**src/rtl/inst_queue_pkg.sv**
```systemverilog
// ----------------------------------------------------------------------------
// inst_queue_pkg
//   Shared types for the instruction queue that sits between instruction
//   fetch and the decoder.
//   Contents:
//     ID_W, PC_W      instruction word width and program-counter width
//     entry_t         one queue slot: {inst, pc}
//     upd_e           kind of pointer/count update applied at a clock edge
//     classify_update priority encoder that selects the upd_e for an edge
// ----------------------------------------------------------------------------
package inst_queue_pkg;

    localparam int ID_W = 32;
    localparam int PC_W = 32;

    typedef struct packed {
        logic [ID_W-1:0] inst;
        logic [PC_W-1:0] pc;
    } entry_t;

    typedef enum logic [2:0] {
        UPD_HOLD,   // nothing moves
        UPD_CLEAR,  // flush: head = tail = count = 0
        UPD_PUSH,   // enqueue only
        UPD_POP,    // dequeue only
        UPD_BOTH    // enqueue and dequeue in the same cycle
    } upd_e;

    // Flushes outrank normal traffic. A ROB flush always wins; a decoder
    // redirect only takes effect on a cycle where the head is really
    // consumed, because the JAL it refers to is that head entry.
    function automatic upd_e classify_update(
        input logic rdy,
        input logic rob_flush,
        input logic jal_flush,
        input logic push,
        input logic pop
    );
        upd_e kind;
        kind = UPD_HOLD;
        if (!rdy)               kind = UPD_HOLD;
        else if (rob_flush)     kind = UPD_CLEAR;
        else if (jal_flush)     kind = UPD_CLEAR;
        else if (push && pop)   kind = UPD_BOTH;
        else if (push)          kind = UPD_PUSH;
        else if (pop)           kind = UPD_POP;
        return kind;
    endfunction

endpackage : inst_queue_pkg

```
**src/rtl/inst_queue_if.sv**
```systemverilog
// ----------------------------------------------------------------------------
// inst_queue_if
//   Bundles every non-clock/reset signal of the instruction queue.
//   Modports:
//     master  the surrounding core (IF, decoder, dispatcher, ROB)
//     slave   the instruction queue itself
//   Signals:
//     if_instqueue_en_in             IF presents a fetched instruction
//     if_instqueue_inst_in           fetched instruction word
//     if_instqueue_pc_in             pc of the fetched instruction
//     instqueue_if_full_out          queue full; IF must not push
//     instqueue_decoder_en_out       head entry valid and consumed this cycle
//     instqueue_decoder_inst_out     head instruction word (show-ahead)
//     instqueue_decoder_pc_out       head pc (show-ahead)
//     decoder_instqueue_rst_in       decoder saw JAL in head; drop younger
//     dispatcher_instqueue_stall_in  downstream back-pressure; hold head
//     rob_instqueue_rst_in           mispredict/exception flush
// ----------------------------------------------------------------------------
interface inst_queue_if;
    import inst_queue_pkg::*;

    logic            if_instqueue_en_in;
    logic [ID_W-1:0] if_instqueue_inst_in;
    logic [PC_W-1:0] if_instqueue_pc_in;
    logic            instqueue_if_full_out;
    logic            instqueue_decoder_en_out;
    logic [ID_W-1:0] instqueue_decoder_inst_out;
    logic [PC_W-1:0] instqueue_decoder_pc_out;
    logic            decoder_instqueue_rst_in;
    logic            dispatcher_instqueue_stall_in;
    logic            rob_instqueue_rst_in;

    modport master (
        output if_instqueue_en_in,
        output if_instqueue_inst_in,
        output if_instqueue_pc_in,
        input  instqueue_if_full_out,
        input  instqueue_decoder_en_out,
        input  instqueue_decoder_inst_out,
        input  instqueue_decoder_pc_out,
        output decoder_instqueue_rst_in,
        output dispatcher_instqueue_stall_in,
        output rob_instqueue_rst_in
    );

    modport slave (
        input  if_instqueue_en_in,
        input  if_instqueue_inst_in,
        input  if_instqueue_pc_in,
        output instqueue_if_full_out,
        output instqueue_decoder_en_out,
        output instqueue_decoder_inst_out,
        output instqueue_decoder_pc_out,
        input  decoder_instqueue_rst_in,
        input  dispatcher_instqueue_stall_in,
        input  rob_instqueue_rst_in
    );

endinterface : inst_queue_if

```
**src/rtl/inst_queue.sv**
```systemverilog
// ----------------------------------------------------------------------------
// inst_queue
//   Circular instruction buffer between instruction fetch and the decoder.
//   Accepts one {inst, pc} per cycle from IF and presents the oldest entry to
//   the decoder (show-ahead). Holds on dispatcher back-pressure and flushes on
//   a decoder JAL redirect or a ROB mispredict.
//   Parameters:
//     DEPTH   number of entries (power of two, >= 2)
//     ADDR_W  log2(DEPTH); pointer width, count is ADDR_W+1 bits
//   Ports:
//     clk_in  clock, all state changes on the rising edge
//     rst_in  synchronous active-high reset, highest priority
//     rdy_in  global ready; low freezes all state
//     q       inst_queue_if.slave (IF / decoder / dispatcher / ROB signals)
// ----------------------------------------------------------------------------
module inst_queue
    import inst_queue_pkg::*;
#(
    parameter int DEPTH  = 16,
    parameter int ADDR_W = 4
) (
    input  logic         clk_in,
    input  logic         rst_in,
    input  logic         rdy_in,
    inst_queue_if.slave  q
);

    localparam logic [ADDR_W:0]   FULL_COUNT = (ADDR_W+1)'(DEPTH);
    localparam logic [ADDR_W:0]   CNT_ONE    = (ADDR_W+1)'(1);
    localparam logic [ADDR_W-1:0] PTR_ONE    = ADDR_W'(1);

    entry_t            storage_q [DEPTH];
    logic [ADDR_W-1:0] head_q,  head_d;
    logic [ADDR_W-1:0] tail_q,  tail_d;
    logic [ADDR_W:0]   count_q, count_d;

    logic   full;
    logic   nonempty;
    logic   pop;
    logic   push;
    logic   jal_flush;
    upd_e   upd;
    entry_t wr_entry;

    // ------------------------------------------------------------------
    // Handshake decode
    // ------------------------------------------------------------------
    assign full     = (count_q == FULL_COUNT);
    assign nonempty = (count_q != '0);

    // The decoder's redirect is computed from en_out, so pop must never
    // look at decoder_instqueue_rst_in or a combinational loop forms.
    assign pop = !rst_in && rdy_in && nonempty
              && !q.dispatcher_instqueue_stall_in
              && !q.rob_instqueue_rst_in;

    // A push into a full queue is still legal when the head leaves in the
    // same cycle; otherwise it is an IF protocol violation and is dropped.
    assign push = !rst_in && rdy_in && q.if_instqueue_en_in && (!full || pop);

    assign jal_flush = pop && q.decoder_instqueue_rst_in;

    assign upd = classify_update(rdy_in, q.rob_instqueue_rst_in,
                                 jal_flush, push, pop);

    assign wr_entry = '{inst: q.if_instqueue_inst_in,
                        pc:   q.if_instqueue_pc_in};

    // ------------------------------------------------------------------
    // Pointer / count next state
    // ------------------------------------------------------------------
    // NOTE: every variable written here gets a default first so no latch
    // is inferred for update kinds that leave it untouched.
    always_comb begin
        head_d  = head_q;
        tail_d  = tail_q;
        count_d = count_q;
        case (upd)
            UPD_CLEAR: begin
                head_d  = '0;
                tail_d  = '0;
                count_d = '0;
            end
            UPD_PUSH: begin
                tail_d  = tail_q + PTR_ONE;
                count_d = count_q + CNT_ONE;
            end
            UPD_POP: begin
                head_d  = head_q + PTR_ONE;
                count_d = count_q - CNT_ONE;
            end
            UPD_BOTH: begin
                head_d  = head_q + PTR_ONE;
                tail_d  = tail_q + PTR_ONE;
            end
            default: ;
        endcase
    end

    // NOTE: sequential state uses non-blocking assignments so every
    // register samples the pre-edge values of its neighbours.
    always_ff @(posedge clk_in) begin
        if (rst_in) begin
            head_q  <= '0;
            tail_q  <= '0;
            count_q <= '0;
        end else begin
            head_q  <= head_d;
            tail_q  <= tail_d;
            count_q <= count_d;
        end
    end

    // NOTE: the storage array is deliberately not reset; validity is
    // tracked by count_q alone, so stale slots are never observed.
    // Writes that coincide with a flush land in a slot that the cleared
    // pointers immediately treat as free.
    always_ff @(posedge clk_in) begin
        if (push) begin
            storage_q[tail_q] <= wr_entry;
        end
    end

    // ------------------------------------------------------------------
    // Outputs
    // ------------------------------------------------------------------
    assign q.instqueue_decoder_en_out   = pop;
    assign q.instqueue_decoder_inst_out = storage_q[head_q].inst;
    assign q.instqueue_decoder_pc_out   = storage_q[head_q].pc;
    assign q.instqueue_if_full_out      = !rst_in && full;

endmodule : inst_queue

```
**src/flat_wrapper.sv**
```systemverilog
// flat-port wrapper written by rule: the top's interface ports become plain ports
module inst_queue_flat import inst_queue_pkg::*;
#(
    parameter int DEPTH  = 16,
    parameter int ADDR_W = 4
)
  (clk_in, rst_in, rdy_in, q_if_instqueue_en_in, q_if_instqueue_inst_in, q_if_instqueue_pc_in, q_instqueue_if_full_out, q_instqueue_decoder_en_out, q_instqueue_decoder_inst_out, q_instqueue_decoder_pc_out, q_decoder_instqueue_rst_in, q_dispatcher_instqueue_stall_in, q_rob_instqueue_rst_in);
  inst_queue_if q_i ();
  input  logic clk_in;
  input  logic rst_in;
  input  logic rdy_in;
  input wire logic [$bits(q_i.if_instqueue_en_in)-1:0] q_if_instqueue_en_in;
  input wire logic [$bits(q_i.if_instqueue_inst_in)-1:0] q_if_instqueue_inst_in;
  input wire logic [$bits(q_i.if_instqueue_pc_in)-1:0] q_if_instqueue_pc_in;
  output wire logic [$bits(q_i.instqueue_if_full_out)-1:0] q_instqueue_if_full_out;
  output wire logic [$bits(q_i.instqueue_decoder_en_out)-1:0] q_instqueue_decoder_en_out;
  output wire logic [$bits(q_i.instqueue_decoder_inst_out)-1:0] q_instqueue_decoder_inst_out;
  output wire logic [$bits(q_i.instqueue_decoder_pc_out)-1:0] q_instqueue_decoder_pc_out;
  input wire logic [$bits(q_i.decoder_instqueue_rst_in)-1:0] q_decoder_instqueue_rst_in;
  input wire logic [$bits(q_i.dispatcher_instqueue_stall_in)-1:0] q_dispatcher_instqueue_stall_in;
  input wire logic [$bits(q_i.rob_instqueue_rst_in)-1:0] q_rob_instqueue_rst_in;
  assign q_i.if_instqueue_en_in = q_if_instqueue_en_in;
  assign q_i.if_instqueue_inst_in = q_if_instqueue_inst_in;
  assign q_i.if_instqueue_pc_in = q_if_instqueue_pc_in;
  assign q_instqueue_if_full_out = q_i.instqueue_if_full_out;
  assign q_instqueue_decoder_en_out = q_i.instqueue_decoder_en_out;
  assign q_instqueue_decoder_inst_out = q_i.instqueue_decoder_inst_out;
  assign q_instqueue_decoder_pc_out = q_i.instqueue_decoder_pc_out;
  assign q_i.decoder_instqueue_rst_in = q_decoder_instqueue_rst_in;
  assign q_i.dispatcher_instqueue_stall_in = q_dispatcher_instqueue_stall_in;
  assign q_i.rob_instqueue_rst_in = q_rob_instqueue_rst_in;
  inst_queue #(.DEPTH(DEPTH), .ADDR_W(ADDR_W)) u_core (.clk_in(clk_in), .rst_in(rst_in), .rdy_in(rdy_in), .q(q_i));
endmodule
```
**config.mk**
```make
export PLATFORM = sky130hd
export DESIGN_NAME = inst_queue_flat
export DESIGN_NICKNAME = d
export VERILOG_FILES = /design/src/rtl/inst_queue_pkg.sv /design/src/rtl/inst_queue_if.sv /design/src/rtl/inst_queue.sv /design/src/flat_wrapper.sv
export SDC_FILE = /design/constraint.sdc
export NUM_CORES = 1
export LEC_CHECK = 0
export ABC_AREA = 0
export CAP_MARGIN = 20
export CELL_PAD_IN_SITES_DETAIL_PLACEMENT = 0
export CELL_PAD_IN_SITES_GLOBAL_PLACEMENT = 1
export CORE_AREA = 2 2 288 290
export CTS_CLUSTER_DIAMETER = 200
export CTS_CLUSTER_SIZE = 24
export DETAILED_ROUTE_END_ITERATION = 7
export DIE_AREA = 0 0 290 292
export PLACE_DENSITY_LB_ADDON = 0.1
export SETUP_SLACK_MARGIN = 0.1
export SLEW_MARGIN = 10
export SYNTH_ARGS = -nofsm -noshare
export SYNTH_HDL_FRONTEND = slang
export SYNTH_SLANG_ARGS = --single-unit
```
**constraint.sdc**
```tcl
create_clock -name clk_in -period 8.3 [get_ports clk_in]
set_input_delay 1.66 -clock clk_in [delete_from_list [all_inputs] [get_ports clk_in]]
set_output_delay 1.66 -clock clk_in [all_outputs]
set_load 0.02 [all_outputs]
```
Word-level counts from Yosys, hierarchy flattened
Memories as Yosys holds them, arrays and structs flattened. A register that Yosys moved wholly into a read port is not among the register bits.
Cells that the tools add are included.
Word-level totals
  flip-flop bits (word level): 13
  RAM bits: 1024
  output and inout bits: 66
  logic and storage cells: 46
  memories kept: 1
Memory list
  u_core.storage_q: depth 16, bits a word 64, rd ports 1, clocked after Yosys merged registers in 1, wr ports 1, line inst_queue.sv:32  | entry_t storage_q [DEPTH];
Cells by class
  $add $sub $neg: 4
  eq/ne operators: 5
  mux-type cells: 13
  reduce and logical (&&, ||, !) cells: 20
Operators with widths (count)
  case mux 4 bit (2 select lines): 2
  two-way mux 3 bit: 5
  case mux 5 bit (3 select lines): 1
  logical AND 1 bit: 9
  adder 4 x 1 -> 4 bit, second input constant: 2
  two-way mux 4 bit: 2
  == test 3 x 2 -> 1 bit, second input constant: 2
  adder 5 x 1 -> 5 bit, second input constant: 1
  == test 5 bit, second input constant: 1
  nonzero test 5 bit: 1
  subtractor 5 x 1 -> 5 bit, second input constant: 1
  zero test 1 bit: 4
  nonzero test 2 bit: 2
  OR reduction 2 bit: 2
  == test 3 x 1 -> 1 bit, second input constant: 1
  == test 3 bit, second input constant: 1
  nonzero test 3 bit: 1
  two-way mux 1 bit: 2
  two-way mux 2 bit: 1
  logical OR 1 bit: 1

Logic depth before layout (Yosys ltp)
  depth in word-level cells: 17
  mapped depth: 15
  depth with buffers taken out: 15

Least setup slack after synthesis
No wires, ideal clock.
  path type: input-to-reg
  from: input port rst_in
  to: memory u_core.storage_q[0][0] in the netlist's numbering, enable pin
  setup time: 0.643 ns
  data arrival time: 8.226 ns
  required time: 7.657 ns
  setup slack: -0.569 ns
  stages on the path: 4
  path through: clkbuf_1 nor2b_1 o211ai_2 nor4_1
Between the ends
  longest elaborated chain between the ends: 9
  elaborated cells between the ends (all ways): 10
RTL lines
  from (decl): line flat_wrapper.sv:10  | input logic rst_in;
  zero test 1 bit (*): line inst_queue.sv:53, inst_queue.sv:59
  logical AND 1 bit (*): line inst_queue.sv:53, inst_queue.sv:59
  logical AND 1 bit: line inst_queue.sv:53  | assign pop = !rst_in && rdy_in && nonempty
  logical AND 1 bit: line inst_queue.sv:54  | && !q.dispatcher_instqueue_stall_in
  logical AND 1 bit: line inst_queue.sv:55  | && !q.rob_instqueue_rst_in;
  logical OR 1 bit: line inst_queue.sv:59  | assign push = !rst_in && rdy_in && q.if_instqueue_en_in && (!full || pop);
  logical AND 1 bit (*): line inst_queue.sv:59
  two-way mux 1 bit (*): line inst_queue.sv:119  | if (push) begin
  two-way mux 1 bit (implied by the code) (*): line inst_queue.sv:120  | storage_q[tail_q] <= wr_entry;
  to (decl): line inst_queue.sv:32
Mark *: on every way between the ends. The rest lies on a longest branch, timed or not.

==> results.json <==
{
  "cts_hold_buf": 0,
  "cts_tree": "built",
  "worstMarginPinSlew_ns": 1.02,
  "crit_fanout": 152,
  "synth_area_leader_cell": "edfxtp_1",
  "start_util": 0.486,
  "grt.total_usage": 0.201,
  "syn_inst": 1557,
  "pre_cts_slack_ns": 2.84,
  "rsz0062_at_grt": "false",
  "stdcell_count": 2782,
  "crit_path_end": "q_instqueue_decoder_inst_out[5]",
  "post-route-drc-count": 0,
  "drv_slew": 0,
  "cts_root_buf": "clkbuf_16",
  "critical_path.startpoint_type": "register",
  "yosys-top-cells-area": "edfxtp_1, mux4_2, mux4_1",
  "skew_ns": 0.0273,
  "nNetsFinal": 1783,
  "drt_first_pass_iters": 5,
  "clock_latency_ns": 0.63,
  "stdcell_area_um2": 43600,
  "crit_chain": "buf_12, mux4_1, mux4_2, clkdlybuf4s50_1",
  "cp_num_cells": 4,
  "finalHoldViolCount": 0,
  "rr_worst_depth": 14,
  "grt_max_degree": 153,
  "placed_cell_area_um2": 42300,
  "rows": 105,
  "cap_violations": 0,
  "vias": 16722,
  "die_y_um": 292,
  "p_per_area_nw_per_um2": 197,
  "area_delta_synth_final_pct": 9.98,
  "synth_top_cell_area_share": 0.775,
  "syn-cell-area_um2": 39700,
  "cts_buffer_depth": 3,
  "placed_cells": 2720,
  "min_period_ns": 5.58,
  "gr-total-overflow": 0,
  "numCtsBuffers": 49,
  "vias_per_cell": 6.01,
  "cp.required_ns": 6.64,
  "clkSinkCount": 1041,
  "final.setup.worst_slack_ns": 2.72,
  "coreArea_um2": 81600,
  "crit_slowest_cell": "dfxtp_4",
  "yosysSeqAreaShare": 0.784,
  "worstSetupPathType": "register to output pin",
  "ys_ff_latch": 1041,
  "syn_nets": 1639,
  "cp-end-kind": "output pin",
  "drive_above_1_share": 0.229,
  "routed_wl_um": 84700,
  "post-cts-setup-buffer-count": 0,
  "first_iter_violations": 1472,
  "fin_total_pwr_mw": 8.61,
  "cts.repair.resized": 0,
  "fmax_ghz": 0.179,
  "cp_top_family": "buffers and inverters",
  "yosys_warnings": 0,
  "dp_hpwl_um": 41700,
  "status": "complete, no violations",
  "r2r_slack_ns": 4.60,
  "period_share": 0.672,
  "vdd_drop_max_mv": 0.152,
  "leakagePower_nw": 12.8,
  "relSlewSlack": 0.323,
  "boundaryPins": 137,
  "setup_tns_ns": 0,
  "ys_types": 42,
  "dieArea_um2": 84700,
  "gp_congestion": 0.719,
  "ant_nets": 0,
  "grt_pass1_wl_um": 123000,
  "r2r-end": "u_core.count_q[4]",
  "holdWs_ns": 0.517,
  "hold_class": "register to register",
  "h-tree-depth": 2,
  "clkSlewWorstSetupHoldPaths_ns": 0.10,
  "antenna_found_initial": 3,
  "avgRoutedWirePerCell_um": 30.5,
  "fin_util": 0.535,
  "syn_avg_cell_area_um2": 25.5,
  "critPathBufInv": 2,
  "numPortBuffers": 136,
  "finalSetupViolations": 0,
  "r2r-start": "u_core.count_q[0]",
  "first_global_vias": 18030,
  "slowest_delay_ns": 0.85,
  "die_width_um": 290,
  "worstPathArrival_ns": 3.92
}
==> logic make-up (layout without fill, tap and decap cells) <==
logic type | after synthesis | in the layout | share of synthesized area
AO/OA/AOI/OAI | 29 | 29 | 0.00483
other | 0 | 1 | 0
multiplexers | 321 | 321 | 0.185
flip-flops | 1041 | 1041 | 0.784
adder cells (fa/ha/maj) | 11 | 11 | 0.00366
buffers and inverters | 89 | 243 | 0.0128
AND/OR/NAND/NOR | 60 | 60 | 0.00836
XOR/XNOR | 6 | 6 | 0.00132
==> report_power, final <==
| group | internal, mW | leakage, nW | switching (mW) |
|---|---|---|---|
| Combinational | 0.0638 | 2.76 | 0.106 |
| Sequential | 5.77 | 9.35 | 0.00259 |
| Clock | 1.12 | 0.650 | 1.55 |
==> worst min path at each step <==
stage | start | cells past startpoint | slack, ns | end
detailed placement | u_core.count_q[0] | 1 | 0.51 | u_core.count_q[0]
finish | u_core.count_q[0] | 1 | 0.52 | u_core.count_q[0]
global route | u_core.count_q[2] | 2 | 0.54 | u_core.count_q[2]
CTS | u_core.count_q[0] | 1 | 0.53 | u_core.count_q[0]
floorplan | u_core.count_q[0] | 1 | 0.46 | u_core.count_q[0]
global placement | u_core.count_q[3] | 2 | 0.50 | u_core.count_q[3]
==> layout by cell type, fill, tap and decap left out, drive strengths merged, types with 2 or more instances in the layout <==
cell,instances
a31oi,3
xor2,3
nor3b,6
nor4,5
o21ai,7
buf,32
a22o,2
mux4,320
a21o,2
dfxtp,17
nand4b,2
xnor2,3
nor2b,3
o22ai,2
a21oi,7
clkbuf,59
edfxtp,1024
inv,16
nand3,4
and2,8
nand2,11
and3,2
a41o,2
clkdlybuf4s50,136
nand2b,5
nor2,10
ha,10
==> area by class of cell <==
| class | instances | area [um2] |
|---|---|---|
| Sequential cell | 1041 | 31100 |
| Clock inverter | 2 | 25.0 |
| Clock buffer | 59 | 1310 |
| Fill cell | 6092 | 38000 |
| Tap cell | 1070 | 1340 |
| Multi-Input combinational cell | 427 | 8150 |
| Antenna cell | 1 | 2.50 |
| Inverter | 14 | 52.6 |
| Timing Repair Buffer | 168 | 1650 |
==> metal layers <==
metal / track usage / up-vias / routed length, um
li1: - / 7028 / -
met1: 0.265 / 9306 / 34800
met2: 0.361 / 300 / 45400
met3: 0.0285 / 84 / 3040
met4: 0.0408 / 4 / 1420
met5: 0 / - / 20
==> sequential cells by signal, indices dropped and copies added, names as in the netlist, named ones only <==
signal,cells
u_core.tail_q,4
u_core.head_q,4
u_core.count_q,5
u_core.storage_q,1024
==> cell usage after synthesis <==
| master | count |
|---|---|
| o211ai_2 | 1 |
| mux4_1 | 36 |
| o21ai_0 | 6 |
| nor3_1 | 1 |
| a21o_1 | 2 |
| a211o_1 | 1 |
| nand3_1 | 4 |
| dfxtp_1 | 17 |
| mux4_2 | 284 |
| buf_4 | 12 |
| or4_1 | 1 |
| xor2_1 | 3 |
| and2_1 | 8 |
| a21oi_1 | 7 |
| clkbuf_1 | 31 |
| nor2_1 | 10 |
| a41o_1 | 2 |
| inv_1 | 14 |
| nor3b_1 | 6 |
| buf_2 | 2 |
| nand3b_1 | 1 |
| edfxtp_1 | 1024 |
| nor2b_1 | 3 |
| nand4b_1 | 2 |
| buf_8 | 2 |
| fa_1 | 1 |
| ha_1 | 10 |
| o32ai_1 | 1 |
| o21ai_1 | 1 |
| nand2_1 | 11 |
| buf_1 | 14 |
| mux2_2 | 1 |
| and3_1 | 2 |
| buf_6 | 14 |
| nand2b_1 | 5 |
| a31oi_1 | 3 |
| a21boi_1 | 1 |
| a22o_1 | 2 |
| xnor2_1 | 3 |
| o22ai_1 | 2 |
| nor4_1 | 5 |
| or3_1 | 1 |
(Power assumes the default switching activity.)
